<file path="src/rtl/x_23k640_resp_pkg.sv">
// Shared definitions for the 23K640 SPI SRAM responder: opcodes, mode
// encodings and the transfer FSM state type.
package x_23K640_pkg;

  localparam logic [7:0] INS_READ  = 8'h03;
  localparam logic [7:0] INS_WRITE = 8'h02;
  localparam logic [7:0] INS_RDSR  = 8'h05;
  localparam logic [7:0] INS_WRSR  = 8'h01;

  localparam logic [1:0] MODE_BYTE = 2'b00;
  localparam logic [1:0] MODE_PAGE = 2'b10;
  localparam logic [1:0] MODE_SEQ  = 2'b01;

  typedef enum logic [2:0] {
    ST_IDLE,
    ST_CMD,
    ST_ADDR,
    ST_RD_DATA,
    ST_WR_DATA,
    ST_RDSR,
    ST_WRSR,
    ST_IGNORE
  } state_e;

  // Page and sequential modes keep streaming; 00 and 11 stop after one byte.
  function automatic logic is_stream_mode(input logic [1:0] mode);
    return (mode == MODE_PAGE) || (mode == MODE_SEQ);
  endfunction

endpackage

</file>
<file path="src/rtl/x_23k640_resp_sync.sv">
// Brings SCK/CS/SI into the i_clk domain and derives one-cycle SCK edge
// strobes from the registered synchronised clock.
module x_23K640_sync (
  input  logic i_clk,
  input  logic i_rst,
  input  logic i_sck,
  input  logic i_cs,
  input  logic i_si,
  output logic sck_rise_o,
  output logic sck_fall_o,
  output logic cs_n_o,
  output logic si_o
);

  logic [1:0] sck_q;
  logic [1:0] cs_q;
  logic [1:0] si_q;
  logic       sck_dly_q;

  always_ff @(posedge i_clk or posedge i_rst) begin
    if (i_rst) begin
      sck_q     <= '0;
      cs_q      <= '1;
      si_q      <= '0;
      sck_dly_q <= 1'b0;
    end else begin
      sck_q     <= {sck_q[0], i_sck};
      cs_q      <= {cs_q[0], i_cs};
      si_q      <= {si_q[0], i_si};
      sck_dly_q <= sck_q[1];
    end
  end

  assign sck_rise_o = sck_q[1] & ~sck_dly_q;
  assign sck_fall_o = ~sck_q[1] & sck_dly_q;
  assign cs_n_o     = cs_q[1];
  assign si_o       = si_q[1];

endmodule

</file>
<file path="src/rtl/x_23k640_resp.sv">
// 23K640 SPI SRAM responder: decodes READ/WRITE/RDSR/WRSR from an SPI mode-0
// initiator and services them against an external synchronous RAM.
module x_23k640_resp
  import x_23K640_pkg::*;
#(
  parameter int unsigned ADDR_W     = 13,
  parameter int unsigned PAGE_W     = 5,
  parameter logic [7:0]  STATUS_RST = 8'h00
) (
  input  logic              i_clk,
  input  logic              i_rst,
  input  logic              i_sck,
  input  logic              i_cs,
  input  logic              i_si,
  output logic              o_so,
  output logic              o_so_oe,
  output logic              o_mem_en,
  output logic              o_mem_we,
  output logic [ADDR_W-1:0] o_mem_addr,
  output logic [7:0]        o_mem_wdata,
  input  logic [7:0]        i_mem_rdata,
  output logic [7:0]        o_status
);

  logic sck_rise, sck_fall, cs_n, si;

  x_23K640_sync u_sync (
    .i_clk     (i_clk),
    .i_rst     (i_rst),
    .i_sck     (i_sck),
    .i_cs      (i_cs),
    .i_si      (i_si),
    .sck_rise_o(sck_rise),
    .sck_fall_o(sck_fall),
    .cs_n_o    (cs_n),
    .si_o      (si)
  );

  state_e              state_q, state_d;
  logic [3:0]          cnt_q, cnt_d;
  logic [7:0]          sh_q, sh_d;
  logic [ADDR_W-1:0]   addr_q, addr_d;
  logic                wr_q, wr_d;
  logic [7:0]          out_q, out_d;
  logic                oe_q, oe_d;
  logic [7:0]          status_q, status_d;
  logic                mem_en_q, mem_en_d;
  logic                mem_we_q, mem_we_d;
  logic [ADDR_W-1:0]   mem_addr_q, mem_addr_d;
  logic [7:0]          mem_wdata_q, mem_wdata_d;
  logic                rd_wait_q, rd_wait_d;
  logic                rd_load_q, rd_load_d;
  logic [7:0]          byte_in;
  logic [ADDR_W-1:0]   addr_in;
  logic [ADDR_W-1:0]   addr_nxt;
  logic                stream;

  function automatic logic [ADDR_W-1:0] next_addr(input logic [ADDR_W-1:0] a,
                                                  input logic [1:0]        mode);
    logic [ADDR_W-1:0] n;
    n = a + ADDR_W'(1);
    if (mode == MODE_PAGE) n = {a[ADDR_W-1:PAGE_W], n[PAGE_W-1:0]};
    return n;
  endfunction

  assign byte_in  = {sh_q[6:0], si};
  assign addr_in  = {addr_q[ADDR_W-2:0], si};
  assign addr_nxt = next_addr(addr_q, status_q[7:6]);
  assign stream   = is_stream_mode(status_q[7:6]);

  always_comb begin
    state_d     = state_q;
    cnt_d       = cnt_q;
    sh_d        = sh_q;
    addr_d      = addr_q;
    wr_d        = wr_q;
    out_d       = out_q;
    oe_d        = oe_q;
    status_d    = status_q;
    mem_en_d    = 1'b0;
    mem_we_d    = 1'b0;
    mem_addr_d  = mem_addr_q;
    mem_wdata_d = mem_wdata_q;
    rd_wait_d   = 1'b0;
    rd_load_d   = rd_wait_q;

    if (cs_n) begin
      state_d   = ST_IDLE;
      cnt_d     = '0;
      oe_d      = 1'b0;
      out_d     = '0;
      rd_load_d = 1'b0;
    end else begin
      if (sck_rise) sh_d = byte_in;
      case (state_q)
        ST_IDLE: begin
          state_d = ST_CMD;
          cnt_d   = '0;
        end
        ST_CMD: if (sck_rise) begin
          if (cnt_q == 4'd7) begin
            cnt_d = '0;
            case (byte_in)
              INS_READ:  begin state_d = ST_ADDR; wr_d = 1'b0; end
              INS_WRITE: begin state_d = ST_ADDR; wr_d = 1'b1; end
              INS_RDSR:  begin state_d = ST_RDSR; out_d = status_q; oe_d = 1'b1; end
              INS_WRSR:  state_d = ST_WRSR;
              default:   state_d = ST_IGNORE;
            endcase
          end else begin
            cnt_d = cnt_q + 4'd1;
          end
        end
        ST_ADDR: if (sck_rise) begin
          addr_d = addr_in;
          if (cnt_q == 4'd15) begin
            cnt_d = '0;
            if (wr_q) begin
              state_d = ST_WR_DATA;
            end else begin
              state_d    = ST_RD_DATA;
              mem_en_d   = 1'b1;
              mem_addr_d = addr_in;
              rd_wait_d  = 1'b1;
            end
          end else begin
            cnt_d = cnt_q + 4'd1;
          end
        end
        ST_WR_DATA: if (sck_rise) begin
          if (cnt_q == 4'd7) begin
            cnt_d       = '0;
            mem_en_d    = 1'b1;
            mem_we_d    = 1'b1;
            mem_addr_d  = addr_q;
            mem_wdata_d = byte_in;
            addr_d      = addr_nxt;
            if (!stream) state_d = ST_IGNORE;
          end else begin
            cnt_d = cnt_q + 4'd1;
          end
        end
        ST_WRSR: if (sck_rise) begin
          if (cnt_q == 4'd7) begin
            status_d = {byte_in[7:6], 6'b0};
            state_d  = ST_IGNORE;
          end else begin
            cnt_d = cnt_q + 4'd1;
          end
        end
        ST_RD_DATA, ST_RDSR: begin
          // cnt counts rises of the current byte; a fall only shifts once a
          // rise has been seen, so the tail of the header bit is skipped.
          if (state_q == ST_RD_DATA && rd_load_q) begin
            out_d = i_mem_rdata;
            oe_d  = 1'b1;
          end
          if (sck_rise && cnt_q != 4'd8) begin
            cnt_d = cnt_q + 4'd1;
          end else if (sck_fall && cnt_q != 4'd0) begin
            if (cnt_q == 4'd8) begin
              cnt_d = '0;
              if (state_q == ST_RDSR) begin
                out_d = status_q;
              end else if (stream) begin
                addr_d     = addr_nxt;
                mem_en_d   = 1'b1;
                mem_addr_d = addr_nxt;
                rd_wait_d  = 1'b1;
              end else begin
                state_d = ST_IGNORE;
                oe_d    = 1'b0;
              end
            end else begin
              out_d = {out_q[6:0], 1'b0};
            end
          end
        end
        ST_IGNORE: oe_d = 1'b0;
        default:   state_d = ST_IDLE;
      endcase
    end
  end

  always_ff @(posedge i_clk or posedge i_rst) begin
    if (i_rst) begin
      state_q     <= ST_IDLE;
      cnt_q       <= '0;
      sh_q        <= '0;
      addr_q      <= '0;
      wr_q        <= 1'b0;
      out_q       <= '0;
      oe_q        <= 1'b0;
      status_q    <= STATUS_RST;
      mem_en_q    <= 1'b0;
      mem_we_q    <= 1'b0;
      mem_addr_q  <= '0;
      mem_wdata_q <= '0;
      rd_wait_q   <= 1'b0;
      rd_load_q   <= 1'b0;
    end else begin
      state_q     <= state_d;
      cnt_q       <= cnt_d;
      sh_q        <= sh_d;
      addr_q      <= addr_d;
      wr_q        <= wr_d;
      out_q       <= out_d;
      oe_q        <= oe_d;
      status_q    <= status_d;
      mem_en_q    <= mem_en_d;
      mem_we_q    <= mem_we_d;
      mem_addr_q  <= mem_addr_d;
      mem_wdata_q <= mem_wdata_d;
      rd_wait_q   <= rd_wait_d;
      rd_load_q   <= rd_load_d;
    end
  end

  assign o_so        = oe_q & out_q[7];
  assign o_so_oe     = oe_q;
  assign o_mem_en    = mem_en_q;
  assign o_mem_we    = mem_we_q;
  assign o_mem_addr  = mem_addr_q;
  assign o_mem_wdata = mem_wdata_q;
  assign o_status    = status_q;

endmodule

</file>
<file path="config.mk">
export PLATFORM = sky130hd
export DESIGN_NAME = x_23k640_resp
export DESIGN_NICKNAME = d
export VERILOG_FILES = /design/src/rtl/x_23k640_resp_pkg.sv /design/src/rtl/x_23k640_resp_sync.sv /design/src/rtl/x_23k640_resp.sv
export SDC_FILE = /design/constraint.sdc
export NUM_CORES = 1
export LEC_CHECK = 0
export ABC_AREA = 1
export BUFFER_PORTS_ARGS = -buffer_cell sky130_fd_sc_hd__buf_4
export CORE_ASPECT_RATIO = 0.9
export CORE_MARGIN = 2
export CORE_UTILIZATION = 52
export CTS_BUF_LIST = sky130_fd_sc_hd__clkbuf_4 sky130_fd_sc_hd__clkbuf_8
export DETAILED_ROUTE_END_ITERATION = 10
export PLACE_DENSITY = 0.72
export RECOVER_POWER = 25
export SYNTH_ARGS = -nofsm -noshare
export SYNTH_HDL_FRONTEND = slang
export SYNTH_SLANG_ARGS = --single-unit
</file>
<file path="constraint.sdc">
create_clock -name i_clk -period 4.9 [get_ports i_clk]
set_clock_uncertainty 0.1 [all_clocks]
set_input_delay 0.98 -clock i_clk [delete_from_list [all_inputs] [get_ports i_clk]]
set_output_delay 0.98 -clock i_clk [all_outputs]
set_load 0.1 [all_outputs]
</file>
==> metrics <==
dominant synthesized flop cell=dfrtp_1; GPL Wtd Cong=0.941; CP Cell Sequence=nand3_2 -> nand2_1 -> o21ai_1 -> nand2_1 -> inv_2 -> nand2_1 -> nand2_1; hold buffers post-CTS=0; Routed Antenna Nets=0; die height=slightly below 90 µm; Async SR Flop Fraction=1.00; DR WL/cell=13.2 µm; vias in the first global route=~3300; vias per cell=5.24; Top Ports=between 40 and 50; WS Path Type=reg -> reg; CP Capture Type=register; outcome=finished, final reports clean; Clock Latency Late Sink=340 ps; post-synthesis sequential area ratio=0.425; Worst-Margin Slew=1080 ps; Reg2Reg Depth=7; Leak Pwr=between 2 and 3 nW; critical path depth in cells=7; Max FO, Critical Path=22; crit path DAT=2670 ps; main combinational cell family by area after synthesis=simple AND/OR/NAND/NOR gates; largest area contributor in the netlist=dfrtp_1; H-tree Lvls=3; max-cap check violation count=0; final worst-path cycle share=0.517; worst path buffer plus inverter count=1; most instantiated cells after synthesis=nand2_1, dfrtp_1, inv_1; root buffer cell=clkbuf_8; top cell type's share of synthesized area=0.412; FMAX=395 MHz; CP required=5040 ps; Core Region=0.00791 mm²; synth warn=0; CP most frequent cell=nand2_1; nets=652; Syn Area/Cell=between 6 and 7 µm²; std cell rows=31; post-CTS setup buffer count=0; antenna violations before repair=0; CP top delay family=simple AND/OR/NAND/NOR gates; first-pass GRT wire length=16400 µm; CTS resizes=0; Power Dens Cells=496 mW/mm²; setup TNS=0 ps; final slew viol count=0; CTS Buf Count=9; Die X-Extent=98.6 µm; final worst path period need=2530 ps; CTS tree=yes; CTS sink cnt=71; vias post-DR=3870; Slew HR=0.276; CP Launch Type=register; Worst path slowest cell=nand2_1; hold path depth=0; initial detailed-routing violation count=393; ant diodes=0; Hold Path Class=reg -> reg; grt ovf=0; Worst-path clk slew=around 70 ps; RSZ-0062 raised after global routing=false; ratio of cells with drive above 1 in the final layout=0.133; R2R Setup Slk=~2400 ps; top cells by area, synth=dfrtp_1, nand2_1, nand3_1; post-synthesis simple-gate area fraction=0.358; First-pass DRT Iterations=5; post-synthesis cell count=603; Hold Vio Cnt, Final=0; Final setup viols=0; synthesized cell area=0.00419 mm²; post-synthesis compound-gate area fraction=0.0983; mux cell area share after synthesis=0; largest net degree at the start of global routing=43; Die ar.=0.00879 mm²; EDFF count, synth=0; post-DP HPWL=slightly above 7000 µm; DRT Wirelength=around 10000 µm; Clock Path Buffers=2; Tot Pwr=2.34 mW; Critical Path Max Stage Delay=600 ps; Starting Density=0.529; # port buffers=39; xor and xnor area share after synthesis=0.00837; synthesis-to-finish area growth=12.6%; Synth Area in Adders=0.0120; all-layer global routing usage=0.233; #FFs+latches synth=between 70 and 80; count leader, synth=nand2_1; # DRC=0; post-synthesis cell type count=33; Peak VDD IR=0.289 mV
==> cell type report <==
cell class / count / area (µm²)
Fill cell: 763 / 3200
Timing Repair Buffer: 40 / 300
Clock inverter: 6 / 108
Sequential cell: 71 / 1780
Tap cell: 99 / 124
Multi-Input combinational cell: 446 / 2020
Clock buffer: 10 / 138
Inverter: 67 / 251
==> report_power, final <==
group / internal (mW) / leakage (nW) / switching, mW
sequential: 0.678 / 0.954 / 0.109
combinational: 0.240 / 1.47 / 0.742
clock: 0.350 / 0.122 / 0.218
==> metrics by stage <==
stage	area (µm²)	cells	hold WS, ps	worst slack (ps)	util
detailed placement	4470	723	237	2370	0.565
global placement	4470	723	234	2490	0.565
floorplan	4210	608	231	2030	-
finish	4720	739	250	2370	0.596
CTS	4720	739	253	2390	0.596
global route	4720	739	254	2070	0.596
==> worst register-to-register path: cells and delay by family, from the launching register on <==
family | cells | cell delay (ps)
buf+inv | 1 | 230
simple gates | 5 | 1400
flops | 1 | 570
compound gates | 1 | 140
==> kinds of logic (layout without fill, tap and decap cells) <==
group	after synthesis	in the layout
simple gates	358	358
flops	71	71
xor+xnor	4	4
other cells	1	6
compound gates	74	74
fa+ha+maj	4	4
buf+inv	91	123
==> flip-flops by register name, indices dropped and copies added (netlist names), 2 cells and up <==
name	flops
state_q	3
cnt_q	4
out_q	8
o_status	2
o_mem_addr	13
u_sync.sck_q	2
u_sync.cs_q	2
u_sync.si_q	2
sh_q	7
addr_q	13
o_mem_wdata	8
==> path summary, 6_finish.rpt <==
| path | from | end |
|---|---|---|
| max | state_q[2]$_DFFE_PP0P_ | addr_q[5]$_DFFE_PP0P_ |
| min | u_sync.sck_q[0]$_DFF_PP0_ | u_sync.sck_q[1]$_DFF_PP0_ |
| max reg2reg | state_q[2]$_DFFE_PP0P_ | addr_q[5]$_DFFE_PP0P_ |
| min reg2reg | u_sync.sck_q[0]$_DFF_PP0_ | u_sync.sck_q[1]$_DFF_PP0_ |
| max in group asynchronous | i_rst | u_sync.cs_q[0]$_DFF_PP1_ |
| min in group asynchronous | i_rst | out_q[5]$_DFFE_PP0P_ |
==> metal layers <==
| layer | part of all wire | routed length (µm) | track usage | up-vias |
|---|---|---|---|---|
| li1 | - | - | - | 1960 |
| met1 | 0.51 | 5000 | 0.370 | 1747 |
| met2 | 0.41 | 3980 | 0.325 | 150 |
| met3 | 0.070 | 686 | 0.0469 | 13 |
| met4 | 0.011 | 109 | 0.0523 | 0 |
| met5 | 0 | 0 | 0 | - |
==> placed cells by master (no fill, tap or decap), drive strengths merged, types with 5 or more instances in the layout <==
master,count
buf,36
o22ai,6
inv,67
a21oi,8
dfrtp,69
a22oi,5
nand4,6
nand2,242
conb,6
nor2,53
o21ai,48
clkbuf,14
nand3,53
Power figures use the tool's default switching activity.
